### config.mk
export PLATFORM = sky130hd
export DESIGN_NAME = fifo_burst_reader
export DESIGN_NICKNAME = d
export VERILOG_FILES = /design/src/rtl/fifo_burst_reader_pkg.sv /design/src/rtl/fifo_burst_reader_skid.sv /design/src/rtl/fifo_burst_reader.sv
export SDC_FILE = /design/constraint.sdc
export NUM_CORES = 1
export LEC_CHECK = 0
export BUFFER_PORTS_ARGS = -buffer_cell sky130_fd_sc_hd__buf_2
export CORE_AREA = 10 10 100 102
export DETAILED_ROUTE_END_ITERATION = 12
export DIE_AREA = 0 0 110 112
export PLACE_DENSITY = 0.7
export SLEW_MARGIN = 20
export SYNTH_ARGS = -nofsm -noshare
export SYNTH_HDL_FRONTEND = slang
export SYNTH_SLANG_ARGS = --single-unit
### constraint.sdc
create_clock -name i_clk -period 3.72 [get_ports i_clk]
set_clock_uncertainty 0.05 [all_clocks]
set_input_delay 0.93 -clock i_clk [delete_from_list [all_inputs] [get_ports i_clk]]
set_output_delay 0.93 -clock i_clk [all_outputs]
set_load 0.03 [all_outputs]
### src/rtl/fifo_burst_reader_pkg.sv
// Shared types and constants for the FIFO burst reader.
package fifo_burst_reader_pkg;

    typedef enum logic [1:0] {
        IDLE = 2'd0,
        RUN  = 2'd1,
        DONE = 2'd2
    } state_t;

    localparam int         SKID_DEPTH = 3;
    localparam logic [1:0] SKID_FULL  = 2'(SKID_DEPTH);

endpackage

### src/rtl/fifo_burst_reader_skid.sv
// Three-entry register FIFO that absorbs the FIFO read latency.
// Entry 0 is always the head; unused entries are kept at zero so the
// head reads as zero whenever the buffer is empty.
module fifo_burst_reader_skid
    import fifo_burst_reader_pkg::*;
#(
    parameter int DATA_SIZE = 16,
    parameter int IDX_SIZE  = 9
) (
    input  logic                 i_clk,
    input  logic                 i_reset_n,
    input  logic                 i_push,
    input  logic [DATA_SIZE-1:0] i_push_data,
    input  logic [IDX_SIZE-1:0]  i_push_idx,
    input  logic                 i_pop,
    output logic [DATA_SIZE-1:0] o_head_data,
    output logic [IDX_SIZE-1:0]  o_head_idx,
    output logic [1:0]           o_occ
);

    logic [DATA_SIZE-1:0] data_q [SKID_DEPTH];
    logic [IDX_SIZE-1:0]  idx_q  [SKID_DEPTH];
    logic [1:0]           occ_q;
    logic [1:0]           wr_pos;
    logic                 pop_eff;
    logic                 push_ok;

    // A simultaneous pop shifts the queue down, so the new word lands one slot lower.
    assign pop_eff = i_pop && (occ_q != 2'd0);
    assign wr_pos  = pop_eff ? (occ_q - 2'd1) : occ_q;
    assign push_ok = i_push && (wr_pos < SKID_FULL);

    assign o_head_data = data_q[0];
    assign o_head_idx  = idx_q[0];
    assign o_occ       = occ_q;

    // Shift-down storage with tail write; the later push write wins over the shift.
    always_ff @(posedge i_clk or negedge i_reset_n) begin
        if (!i_reset_n) begin
            for (int i = 0; i < SKID_DEPTH; i++) begin
                data_q[i] <= '0;
                idx_q[i]  <= '0;
            end
            occ_q <= '0;
        end else begin
            if (pop_eff) begin
                for (int i = 0; i < SKID_DEPTH - 1; i++) begin
                    data_q[i] <= data_q[i+1];
                    idx_q[i]  <= idx_q[i+1];
                end
                data_q[SKID_DEPTH-1] <= '0;
                idx_q[SKID_DEPTH-1]  <= '0;
            end
            if (push_ok) begin
                data_q[wr_pos] <= i_push_data;
                idx_q[wr_pos]  <= i_push_idx;
            end
            occ_q <= occ_q + {1'b0, push_ok} - {1'b0, pop_eff};
        end
    end

endmodule

### src/rtl/fifo_burst_reader.sv
// Drains a burst of words from the accelerator FIFO onto a valid/ready stream.
//
// state | meaning
// IDLE  | waiting for i_start
// RUN   | popping the FIFO and streaming words out
// DONE  | one-cycle completion pulse, then back to IDLE
module fifo_burst_reader
    import fifo_burst_reader_pkg::*;
#(
    parameter int DATA_SIZE = 16,
    parameter int BURST_MAX = 256,
    parameter int CNT_SIZE  = $clog2(BURST_MAX + 1)
) (
    input  logic                 i_clk,
    input  logic                 i_reset_n,
    input  logic                 i_start,
    input  logic [CNT_SIZE-1:0]  i_len,
    output logic                 o_busy,
    output logic                 o_done,
    output logic                 o_fifo_en,
    output logic                 o_fifo_read,
    input  logic [DATA_SIZE-1:0] i_fifo_data,
    input  logic                 i_fifo_empty,
    output logic [DATA_SIZE-1:0] o_data,
    output logic                 o_valid,
    input  logic                 i_ready,
    output logic                 o_last
);

    state_t              state_q;
    logic [CNT_SIZE-1:0] reads_left_q;
    logic [CNT_SIZE-1:0] beats_left_q;
    logic [CNT_SIZE-1:0] len_q;
    logic [CNT_SIZE-1:0] cap_idx_q;
    logic                inflight_q;
    logic                busy_q;
    logic                done_q;
    logic                fifo_en_q;
    logic [1:0]          occ;
    logic [CNT_SIZE-1:0] head_idx;
    logic [2:0]          pending;
    logic                pop_req;
    logic                xfer;

    // Words already held plus the one still in the FIFO pipeline must fit in the skid.
    assign pending = {1'b0, occ} + {2'b00, inflight_q};
    assign pop_req = (state_q == RUN) && (reads_left_q != '0) && !i_fifo_empty
                     && (pending < 3'(SKID_DEPTH));

    assign o_valid     = (occ != 2'd0);
    assign xfer        = o_valid && i_ready;
    assign o_last      = o_valid && (beats_left_q == CNT_SIZE'(1));
    assign o_fifo_read = pop_req;
    assign o_busy      = busy_q;
    assign o_done      = done_q;
    assign o_fifo_en   = fifo_en_q;

    fifo_burst_reader_skid #(
        .DATA_SIZE (DATA_SIZE),
        .IDX_SIZE  (CNT_SIZE)
    ) u_skid (
        .i_clk       (i_clk),
        .i_reset_n   (i_reset_n),
        .i_push      (inflight_q),
        .i_push_data (i_fifo_data),
        .i_push_idx  (cap_idx_q),
        .i_pop       (xfer),
        .o_head_data (o_data),
        .o_head_idx  (head_idx),
        .o_occ       (occ)
    );

    // Burst sequencing, down-counters and registered status outputs.
    always_ff @(posedge i_clk or negedge i_reset_n) begin
        if (!i_reset_n) begin
            state_q      <= IDLE;
            reads_left_q <= '0;
            beats_left_q <= '0;
            len_q        <= '0;
            busy_q       <= 1'b0;
            done_q       <= 1'b0;
            fifo_en_q    <= 1'b0;
        end else begin
            case (state_q)
                IDLE: begin
                    if (i_start) begin
                        if (i_len != '0) begin
                            reads_left_q <= i_len;
                            beats_left_q <= i_len;
                            len_q        <= i_len;
                            busy_q       <= 1'b1;
                            fifo_en_q    <= 1'b1;
                            state_q      <= RUN;
                        end else begin
                            done_q  <= 1'b1;
                            state_q <= DONE;
                        end
                    end
                end
                RUN: begin
                    if (pop_req) begin
                        reads_left_q <= reads_left_q - CNT_SIZE'(1);
                    end
                    if (xfer) begin
                        beats_left_q <= beats_left_q - CNT_SIZE'(1);
                        if (beats_left_q == CNT_SIZE'(1)) begin
                            busy_q    <= 1'b0;
                            fifo_en_q <= 1'b0;
                            done_q    <= 1'b1;
                            state_q   <= DONE;
                        end
                    end
                end
                DONE: begin
                    done_q  <= 1'b0;
                    state_q <= IDLE;
                end
                default: begin
                    busy_q    <= 1'b0;
                    fifo_en_q <= 1'b0;
                    done_q    <= 1'b0;
                    state_q   <= IDLE;
                end
            endcase
        end
    end

    // Track the FIFO's one-cycle read latency and tag each captured word with its order.
    always_ff @(posedge i_clk or negedge i_reset_n) begin
        if (!i_reset_n) begin
            inflight_q <= 1'b0;
            cap_idx_q  <= '0;
        end else begin
            inflight_q <= pop_req;
            if (state_q == IDLE) begin
                cap_idx_q <= '0;
            end else if (inflight_q) begin
                cap_idx_q <= cap_idx_q + CNT_SIZE'(1);
            end
        end
    end

    a_len_legal: assert property (@(posedge i_clk) disable iff (!i_reset_n)
        (state_q == IDLE && i_start) |-> (i_len <= CNT_SIZE'(BURST_MAX)));

    a_skid_no_overflow: assert property (@(posedge i_clk) disable iff (!i_reset_n)
        inflight_q |-> (occ != SKID_FULL));

    a_skid_order: assert property (@(posedge i_clk) disable iff (!i_reset_n)
        o_valid |-> (head_idx == (len_q - beats_left_q)));

endmodule

==> results.json, run 1 <==
{
  "buffer_ports.inserted": 51,
  "finalSetupViolations": 0,
  "area_delta_synth_final_pct": 11.15,
  "route.detailed.drc": 0,
  "worst_hold_startpoint": "o_fifo_en$_DFFE_PN0P_",
  "cts_hold_buf": 0,
  "floorplan.die_area_um2": 12320,
  "clockRootBuffer": "clkbuf_8",
  "total_track_usage_pct": 14.98,
  "ant_nets": 0,
  "wire_length_of_the_first_global_routing_pass_um": 15240,
  "synth_xor_xnor_area_share_pct": 0.4446,
  "fin_crit_ps": 3187,
  "status": "complete, no violations",
  "cts_resized": 0,
  "firstDrtPassIters": 4,
  "p_leak_nw": 1.945,
  "fmax_mhz": 313.8,
  "pin_count_of_the_biggest_net_entering_global_routing": 74,
  "r2r_end": "u_skid.data_q[13]$_DFF_PN0_",
  "critical-path-top-cell-by-count": "ha_1",
  "final_nets": 469,
  "crit_path_max_fanout": 8,
  "synthMuxAreaShare_pct": 8.384,
  "layout.area.seq_um2": 1827,
  "r2r-start": "u_skid.o_occ[1]$_DFF_PN0_",
  "place_congestion": 0.8584,
  "net_count_synth": 437,
  "synth-compound-area-share_pct": 18.58,
  "synth_enable_flop_cells": 0,
  "ys_warn_count": 0,
  "area_occupied_by_multi_input_gates_um2": 1861,
  "fillCellCount": 710,
  "busiest_layer": "met2",
  "r2r_setup_slack_ps": 1180,
  "start_kind": "register",
  "vias": 3103,
  "post_synthesis_sequential_area_ratio_pct": 46.36,
  "globalRouteMet2Util_pct": 24.87,
  "post_route_cells_drive_above_1_share_pct": 21.84,
  "synth.distinct_cells": 62,
  "number_of_clock_buffers_inserted_by_tritoncts": 9,
  "tritoncts": "done",
  "timing.reg2reg.worst_path_depth": 8,
  "chipWidth_um": 110,
  "whs_endpoint": "o_fifo_en$_DFFE_PN0P_",
  "synth_simple_gate_area_share_pct": 16.96,
  "met3_usage_grt_pct": 4.671,
  "cts.path.max_buffers": 2,
  "num_antenna_cells": 0,
  "fraction_of_registers_with_async_set_or_reset_after_synthesis_pct": 100.0,
  "crit_type": "register to output pin",
  "die_h_um": 112,
  "core.rowCount": 33,
  "drt-initial-drc-count": 143,
  "netlist_instances": 399,
  "io_pins": 52,
  "timing.hold.worst.class": "register to register",
  "number_of_antenna_violations_at_the_first_check_in_global_routing": 0,
  "initial_utilization_pct": 48.94,
  "slowest_delay_ps": 420,
  "ys_seq_elements": 73,
  "critical_path_arrival_ps": 2210,
  "clkSinkCount": 73,
  "cp_cell_sequence": "ha_1 -> ha_1 -> a211o_1 -> a211oi_2 -> buf_4 -> buf_2",
  "rsz_0062_raised_after_global_routing": "false",
  "synth_flop_cell": "dfrtp_1",
  "critical_path_required_ps": 2740,
  "vdd_ir_drop_max_mv": 0.3939,
  "post_synth_fa_ha_maj_area_fraction_pct": 2.540,
  "critical_path.endpoint_type": "output pin",
  "worst_setup_hold_path_clk_slew_ps": 70,
  "grt_remaining_overflow": 0,
  "slew_headroom_pct": 38.54,
  "worstMarginPinSlew_ps": 921.9,
  "cts_max_level": 3,
  "holdWs_ps": 455.2,
  "avgSynthCellArea_um2": 9.875,
  "finalSetupTns_ps": 0,
  "postCtsSetupBuffers": 0,
  "hold_path_depth": 1,
  "grtUsageMet1_pct": 18.11,
  "first_global_vias": 3185,
  "drt-vias-per-instance": 5.746,
  "syn_area_um2": 3940,
  "routed_wl_um": 8900,
  "finalCritPeriodShare_pct": 85.67,
  "main_combinational_cell_family_by_area_after_synthesis": "compound AO/OA/AOI/OAI gates",
  "power_density_nw_per_um2": 850.5,
  "hold_violations": 0,
  "coreArea_um2": 8051,
  "report.final.slew_viol_count": 0,
  "cap_violations": 0,
  "dpl.hpwl_um": 6202,
  "insertion_delay_to_the_later_sink_of_the_worst_skew_pair_ps": 340,
  "post_drt_wl_per_cell_um": 16.48,
  "cp_slowest_cell": "dfrtp_1"
}
[metrics by stage]
step | cells | area, µm² | power [mW] | setup WS [ps] | util, %
finish | 540 | 4379 | 3.725 | 532.9 | 54.39
global route | 540 | 4379 | 4.030 | 445.5 | 54.39
CTS | 540 | 4379 | 3.757 | 504.4 | 54.39
detailed placement | 525 | 4170 | 3.077 | 835.4 | 51.79
global placement | 525 | 4170 | 3.018 | 866.9 | 51.79
floorplan | 399 | 3940 | 2.726 | 887.9 | -
[kinds of logic after synthesis]
group | count (synthesis)
buffers and inverters | 49
adder cells (fa/ha/maj) | 8
AND/OR/NAND/NOR | 132
multiplexers | 33
AO/OA/AOI/OAI | 102
XOR/XNOR | 2
flip-flops | 73
[cells in the final DEF (no fill, tap or decap), drive strengths merged, types with 3 or more instances in the layout]
| cell | netlist | routed |
|---|---|---|
| or2 | 3 | 3 |
| or4 | 3 | 3 |
| a311oi | 3 | 3 |
| dfrtp | 73 | 73 |
| or3 | 3 | 3 |
| nor2 | 11 | 11 |
| nand2b | 3 | 3 |
| nor3b | 3 | 3 |
| nand2 | 72 | 72 |
| buf | 28 | 57 |
| a211oi | 9 | 9 |
| inv | 13 | 13 |
| nor4 | 6 | 6 |
| a2111oi | 3 | 3 |
| clkbuf | 8 | 10 |
| ha | 8 | 8 |
| nand3 | 4 | 4 |
| mux2i | 33 | 33 |
| o21ai | 55 | 55 |
| and3 | 3 | 3 |
| nor2b | 3 | 3 |
| nor3 | 10 | 10 |
| a21oi | 6 | 6 |
| o31ai | 3 | 3 |
[state kept, by name, summed over array words and instances, names as in the netlist]
name / count
u_skid.o_occ: 2
u_skid.o_head_data: 16
reads_left_q: 9
o_done: 1
o_fifo_en: 1
beats_left_q: 9
u_skid.data_q: 32
state_q: 2
inflight_q: 1
[cells in the mapped netlist (all sizes together) (4+ instances only)]
cell / instances / area, µm²
dfrtp: 73 / 1827
nand2: 72 / 270.3
o21ai: 55 / 275.3
mux2i: 33 / 330.3
buf: 28 / 186.4
inv: 13 / 48.79
nor2: 11 / 41.29
nor3: 10 / 50.05
a211oi: 9 / 77.57
clkbuf: 8 / 30.03
ha: 8 / 100.1
a21oi: 6 / 30.03
nor4: 6 / 56.31
nand3: 4 / 20.02
[report_power, final]
part,total (mW),internal (mW),switching [mW]
Clock,0.662,0.374,0.288
Sequential,1.41,1.13,0.284
Combinational,1.65,0.640,1.01
[worst max-delay path: cells and delay by family, from the launching register on]
family	cells	cell delay (ps)
flip-flops	1	420
adder cells (fa/ha/maj)	2	500
buffers and inverters	2	380
AO/OA/AOI/OAI	2	560
[layout make-up]
cell class                      count  share of cell area [%]
Clock inverter                      5                   1.857
Multi-Input combinational cell    277                   42.49
Tap cell                          105                   3.000
Timing Repair Buffer               57                   6.914
Clock buffer                       10                   2.914
Inverter                           13                   1.114
Sequential cell                    73                   41.71
[worst max path at each step]
stage / from / endpoint / slack [ps] / cells after the start
floorplan: i_fifo_empty / o_fifo_read / 890 / 2
global placement: i_fifo_empty / o_fifo_read / 870 / 5
detailed placement: i_fifo_empty / o_fifo_read / 840 / 5
CTS: inflight_q$_DFF_PN0_ / o_fifo_read / 500 / 6
global route: inflight_q$_DFF_PN0_ / o_fifo_read / 450 / 6
finish: inflight_q$_DFF_PN0_ / o_fifo_read / 530 / 6
[routing by layer]
layer,part of all wire [%],routed length (µm)
met1,44,3893
met2,50,4412
met3,5.6,494
met4,1.1,99
met5,0,0
Power figures use the tool's default switching activity.
==> run 2: changes to the inputs <==
Settings changed: CTS_BUF_LIST set to sky130_fd_sc_hd__clkbuf_8.
==> run 2 against run 1 <==
Compared with the run above: power about the same; die area did not move; largest power group unchanged; utilization is the same; critical endpoint unchanged; flip-flop and latch count unchanged; cell area unchanged; final cell count unchanged.
==> results.json, run 2 (synthesis gave the netlist of run 1 again) <==
{
  "critical_path.endpoint_type": "output pin",
  "dpl.hpwl_um": 6202,
  "cts_hold_buf": 0,
  "finalSetupTns_ps": 0,
  "floorplan.die_area_um2": 12320,
  "start_kind": "register",
  "drt-initial-drc-count": 148,
  "vdd_ir_drop_max_mv": 0.3943,
  "route.detailed.drc": 0,
  "first_global_vias": 3185,
  "worst_hold_startpoint": "o_fifo_en$_DFFE_PN0P_",
  "max_reg_flops": 32,
  "p_leak_nw": 1.949,
  "place_congestion": 0.8584,
  "finalCritPeriodShare_pct": 85.63,
  "insertion_delay_to_the_later_sink_of_the_worst_skew_pair_ps": 340,
  "fmax_mhz": 313.9,
  "number_of_clock_buffers_inserted_by_tritoncts": 9,
  "r2r_end": "u_skid.data_q[13]$_DFF_PN0_",
  "total_track_usage_pct": 14.98,
  "ant_nets": 0,
  "timing.reg2reg.worst_path_depth": 8,
  "initial_utilization_pct": 48.94,
  "hold_violations": 0,
  "layout.cells.most_common": "dfrtp_1",
  "slew_headroom_pct": 38.42,
  "critical_path_required_ps": 2740,
  "hold_path_depth": 1,
  "crit_type": "register to output pin",
  "clockRootBuffer": "clkbuf_8",
  "r2r_setup_slack_ps": 1170,
  "r2r-start": "u_skid.o_occ[1]$_DFF_PN0_",
  "final_area_um2": 4379,
  "post_drt_wl_per_cell_um": 16.55,
  "fin_crit_ps": 3185,
  "grt_remaining_overflow": 0,
  "power_density_nw_per_um2": 850.6,
  "firstDrtPassIters": 5,
  "cts_resized": 0,
  "status": "complete, no violations",
  "tritoncts": "done",
  "holdWs_ps": 455.2,
  "layout.core_utilization_pct": 54.39,
  "chipWidth_um": 110,
  "post_route_cells_drive_above_1_share_pct": 21.84,
  "cts.path.max_buffers": 2,
  "worstMarginPinSlew_ps": 923.7,
  "timing.hold.worst.class": "register to register",
  "buffer_ports.inserted": 51,
  "coreArea_um2": 8051,
  "drt-vias-per-instance": 5.744,
  "crit_path_max_fanout": 8,
  "final_nets": 469,
  "worst_setup_hold_path_clk_slew_ps": 70,
  "dpl_cell_area_um2": 4170,
  "timing.critical_path.from": "inflight_q$_DFF_PN0_",
  "vias": 3102,
  "wire_length_of_the_first_global_routing_pass_um": 15240,
  "num_antenna_cells": 0,
  "layout_common_cells": "dfrtp_1 (73), nand2_1 (72), buf_2 (50)",
  "routed_wl_um": 8936,
  "whs_endpoint": "o_fifo_en$_DFFE_PN0P_",
  "clkSinkCount": 73,
  "cap_violations": 0,
  "core.rowCount": 33,
  "io_pins": 52,
  "report.final.slew_viol_count": 0,
  "critical_path_arrival_ps": 2210,
  "number_of_antenna_violations_at_the_first_check_in_global_routing": 0,
  "cts_max_level": 3,
  "pin_count_of_the_biggest_net_entering_global_routing": 74,
  "finalSetupViolations": 0,
  "postCtsSetupBuffers": 0,
  "rsz_0062_raised_after_global_routing": "false",
  "top_register": "u_skid.data_q",
  "area_delta_synth_final_pct": 11.15,
  "die_h_um": 112
}
-- run 2: worst max-delay path by stage --
stage | cells past startpoint | to | slack, ps
2_1_floorplan | 2 | o_fifo_read | 890
3_3_place_gp | 5 | o_fifo_read | 870
3_5_place_dp | 5 | o_fifo_read | 840
4_1_cts | 6 | o_fifo_read | 500
5_1_grt | 6 | o_fifo_read | 450
6_report | 6 | o_fifo_read | 530
-- run 2: layer usage --
metal  wire (µm)  track usage [%]  vias up
met5           0                0        -
li1            -                -     1481
met4          97            4.080        0
met1        3958            18.11     1547
met2        4412            24.87       64
met3         467            4.671       10
-- run 2: critical path, cell delays in order (launching register included) --
cell and delay (ps):
dfrtp_1 420, ha_1 210, ha_1 290, a211o_1 390, a211oi_2 170, buf_4 180
buf_2 200
-- run 2: layout make-up --
type	count	area [µm²]
fillers	710	3672
flip-flops and latches	73	1827
multi-input cells	277	1861
clock inverters	6	85.08
clock buffers	9	123.9
repair buffers	57	302.8
inverters	13	48.80
well taps	105	131.4
-- run 2: power breakdown --
part,internal (mW),total [mW],leakage (nW),switching (mW)
registers,1.13,1.41,0.930,0.285
logic,0.640,1.65,0.912,1.01
clock network,0.371,0.659,0.106,0.288
total,2.14,3.73,1.95,1.59
-- run 2: through the flow --
step | cells | power, mW | setup slack, ps
final | 540 | 3.725 | 534.7
after global routing | 540 | 4.027 | 445.5
after CTS | 540 | 3.755 | 504.4
after detailed placement | 525 | 3.077 | 835.4
after global placement | 525 | 3.018 | 866.9
after floorplan | 399 | 2.726 | 887.9
==> run 3: changes to the inputs <==
Settings changed: CORE_AREA 10 10 100 102 to 10 10 119 121, DIE_AREA 0 0 110 112 to 0 0 129 131, PLACE_DENSITY 0.7 to not set.
==> run 3 against run 2 <==
Compared with the run above: die area is 37% higher; register-to-register slack hardly changed; clock power grew 5.8%; flip-flop and latch count is the same; routed wire length increased by 5.3%; cell area rose by 1.5%.
==> results.json, run 3 (synthesis gave the netlist of run 1 again) <==
{
  "cts_max_level": 3,
  "cts_hold_buf": 0,
  "buffer_ports.inserted": 51,
  "globalRouteMet2Util_pct": 18.02,
  "ant_nets": 0,
  "post_route_cells_drive_above_1_share_pct": 21.79,
  "area_occupied_by_multi_input_gates_um2": 1861,
  "pin_count_of_the_biggest_net_entering_global_routing": 74,
  "start_kind": "register",
  "report.final.slew_viol_count": 0,
  "critical-path-top-cell-by-count": "ha_1",
  "final_nets": 469,
  "io_pins": 52,
  "finalSetupViolations": 0,
  "grt_remaining_overflow": 0,
  "clkSinkCount": 73,
  "initial_utilization_pct": 33.36,
  "cts_resized": 0,
  "firstDrtPassIters": 4,
  "drt-vias-per-instance": 5.233,
  "busiest_layer": "met2",
  "total_track_usage_pct": 11.70,
  "cp_cell_sequence": "ha_1 -> ha_1 -> a211o_1 -> a211oi_2 -> buf_4 -> buf_2",
  "drt-initial-drc-count": 241,
  "hold_path_depth": 1,
  "critical_path_required_ps": 2740,
  "insertion_delay_to_the_later_sink_of_the_worst_skew_pair_ps": 360,
  "critical_path.endpoint_type": "output pin",
  "worst_setup_hold_path_clk_slew_ps": 70,
  "coreArea_um2": 11810,
  "critical_path_arrival_ps": 2180,
  "top_register": "u_skid.data_q",
  "finalCritPeriodShare_pct": 85.00,
  "fin_crit_ps": 3162,
  "fillCellCount": 1222,
  "slew_headroom_pct": 38.35,
  "layout.cells.most_common": "dfrtp_1",
  "number_of_clock_buffers_inserted_by_tritoncts": 9,
  "cts.path.max_buffers": 2,
  "floorplan.die_area_um2": 16900,
  "cap_violations": 0,
  "dpl_cell_area_um2": 4223,
  "dpl.hpwl_um": 6557,
  "max_reg_flops": 32,
  "slowest_delay_ps": 410,
  "status": "complete, no violations",
  "postCtsSetupBuffers": 0,
  "met3_usage_grt_pct": 3.948,
  "first_global_vias": 3095,
  "r2r-start": "u_skid.o_occ[1]$_DFF_PN0_",
  "area_delta_synth_final_pct": 12.80,
  "route.detailed.drc": 0,
  "post_drt_wl_per_cell_um": 16.14,
  "cp_slowest_cell": "dfrtp_1",
  "rsz_0062_raised_after_global_routing": "false",
  "hold_violations": 0,
  "crit_type": "register to output pin",
  "worst_hold_startpoint": "beats_left_q[5]$_DFFE_PN0P_",
  "finalSetupTns_ps": 0,
  "worstMarginPinSlew_ps": 924.7,
  "place_congestion": 0.8548,
  "tritoncts": "done",
  "vias": 3051,
  "clockRootBuffer": "clkbuf_8",
  "wire_length_of_the_first_global_routing_pass_um": 15500,
  "timing.reg2reg.worst_path_depth": 8,
  "timing.hold.worst.class": "register to register",
  "vdd_ir_drop_max_mv": 0.3808,
  "timing.critical_path.from": "inflight_q$_DFF_PN0_",
  "layout.area.seq_um2": 1827,
  "final_area_um2": 4444,
  "layout_common_cells": "dfrtp_1 (73), nand2_1 (72), buf_2 (50)",
  "power_density_nw_per_um2": 846.0,
  "grtUsageMet1_pct": 14.77,
  "fmax_mhz": 316.3,
  "number_of_antenna_violations_at_the_first_check_in_global_routing": 0,
  "die_h_um": 131,
  "core.rowCount": 40,
  "chipWidth_um": 129,
  "num_antenna_cells": 0,
  "p_leak_nw": 1.958,
  "routed_wl_um": 9410,
  "crit_path_max_fanout": 8
}
==> run 3: cell types whose count changed in the layout (fill, tap and decap cells not counted), sizes merged <==
cell / change
clkinv: -1
inv: +1
clkbuf: +1
==> run 3: area by class of cell <==
class / count / share of cell area [%]
multi-input combinational: 277 / 41.86
tap: 147 / 4.139
clock buffer: 10 / 3.097
timing repair buffer: 57 / 6.813
clock inverter: 6 / 1.886
sequential: 73 / 41.10
inverter: 13 / 1.098
==> run 3: layer usage <==
metal | share of wire [%] | up-vias | wire (µm)
li1 | - | 1476 | -
met1 | 47 | 1474 | 4390
met3 | 6.7 | 10 | 630
met5 | 0 | - | 0
met2 | 46 | 91 | 4295
met4 | 0.99 | 0 | 93
==> run 3: worst max-delay path, delay by kind of cell, from the launching register on <==
| family | cells | cell delay [ps] |
|---|---|---|
| AO/OA/AOI/OAI | 2 | 530 |
| adder cells (fa/ha/maj) | 2 | 500 |
| flip-flops | 1 | 410 |
| buffers and inverters | 2 | 380 |
==> run 3: report_power, final <==
group,switching (mW),internal [mW]
combinational,1.01,0.640
clock,0.304,0.392
sequential,0.287,1.13
total,1.60,2.16
==> run 3: worst paths after layout <==
kind                                               endpoint  slack [ps]
worst max-delay path                            o_fifo_read         560
worst min-delay path            beats_left_q[5]$_DFFE_PN0P_         460
worst max register to register   u_skid.data_q[3]$_DFF_PN0_        1180
worst min register to register  beats_left_q[5]$_DFFE_PN0P_         460
max in group asynchronous             o_fifo_en$_DFFE_PN0P_        2350
min in group asynchronous                o_done$_DFFE_PN0P_         650
==> run 3: metrics by stage <==
step / util, % / hold WS [ps] / power, mW / worst slack [ps] / std cells
after CTS: 37.63 / 455.6 / 3.809 / 522.0 / 583
after floorplan: - / 402.4 / 2.726 / 887.9 / 399
after detailed placement: 35.75 / 438.1 / 3.097 / 850.7 / 567
after global placement: 35.75 / 437.8 / 3.031 / 870.0 / 567
final: 37.63 / 457.8 / 3.760 / 558.0 / 583
after global routing: 37.63 / 473.2 / 4.067 / 432.9 / 583
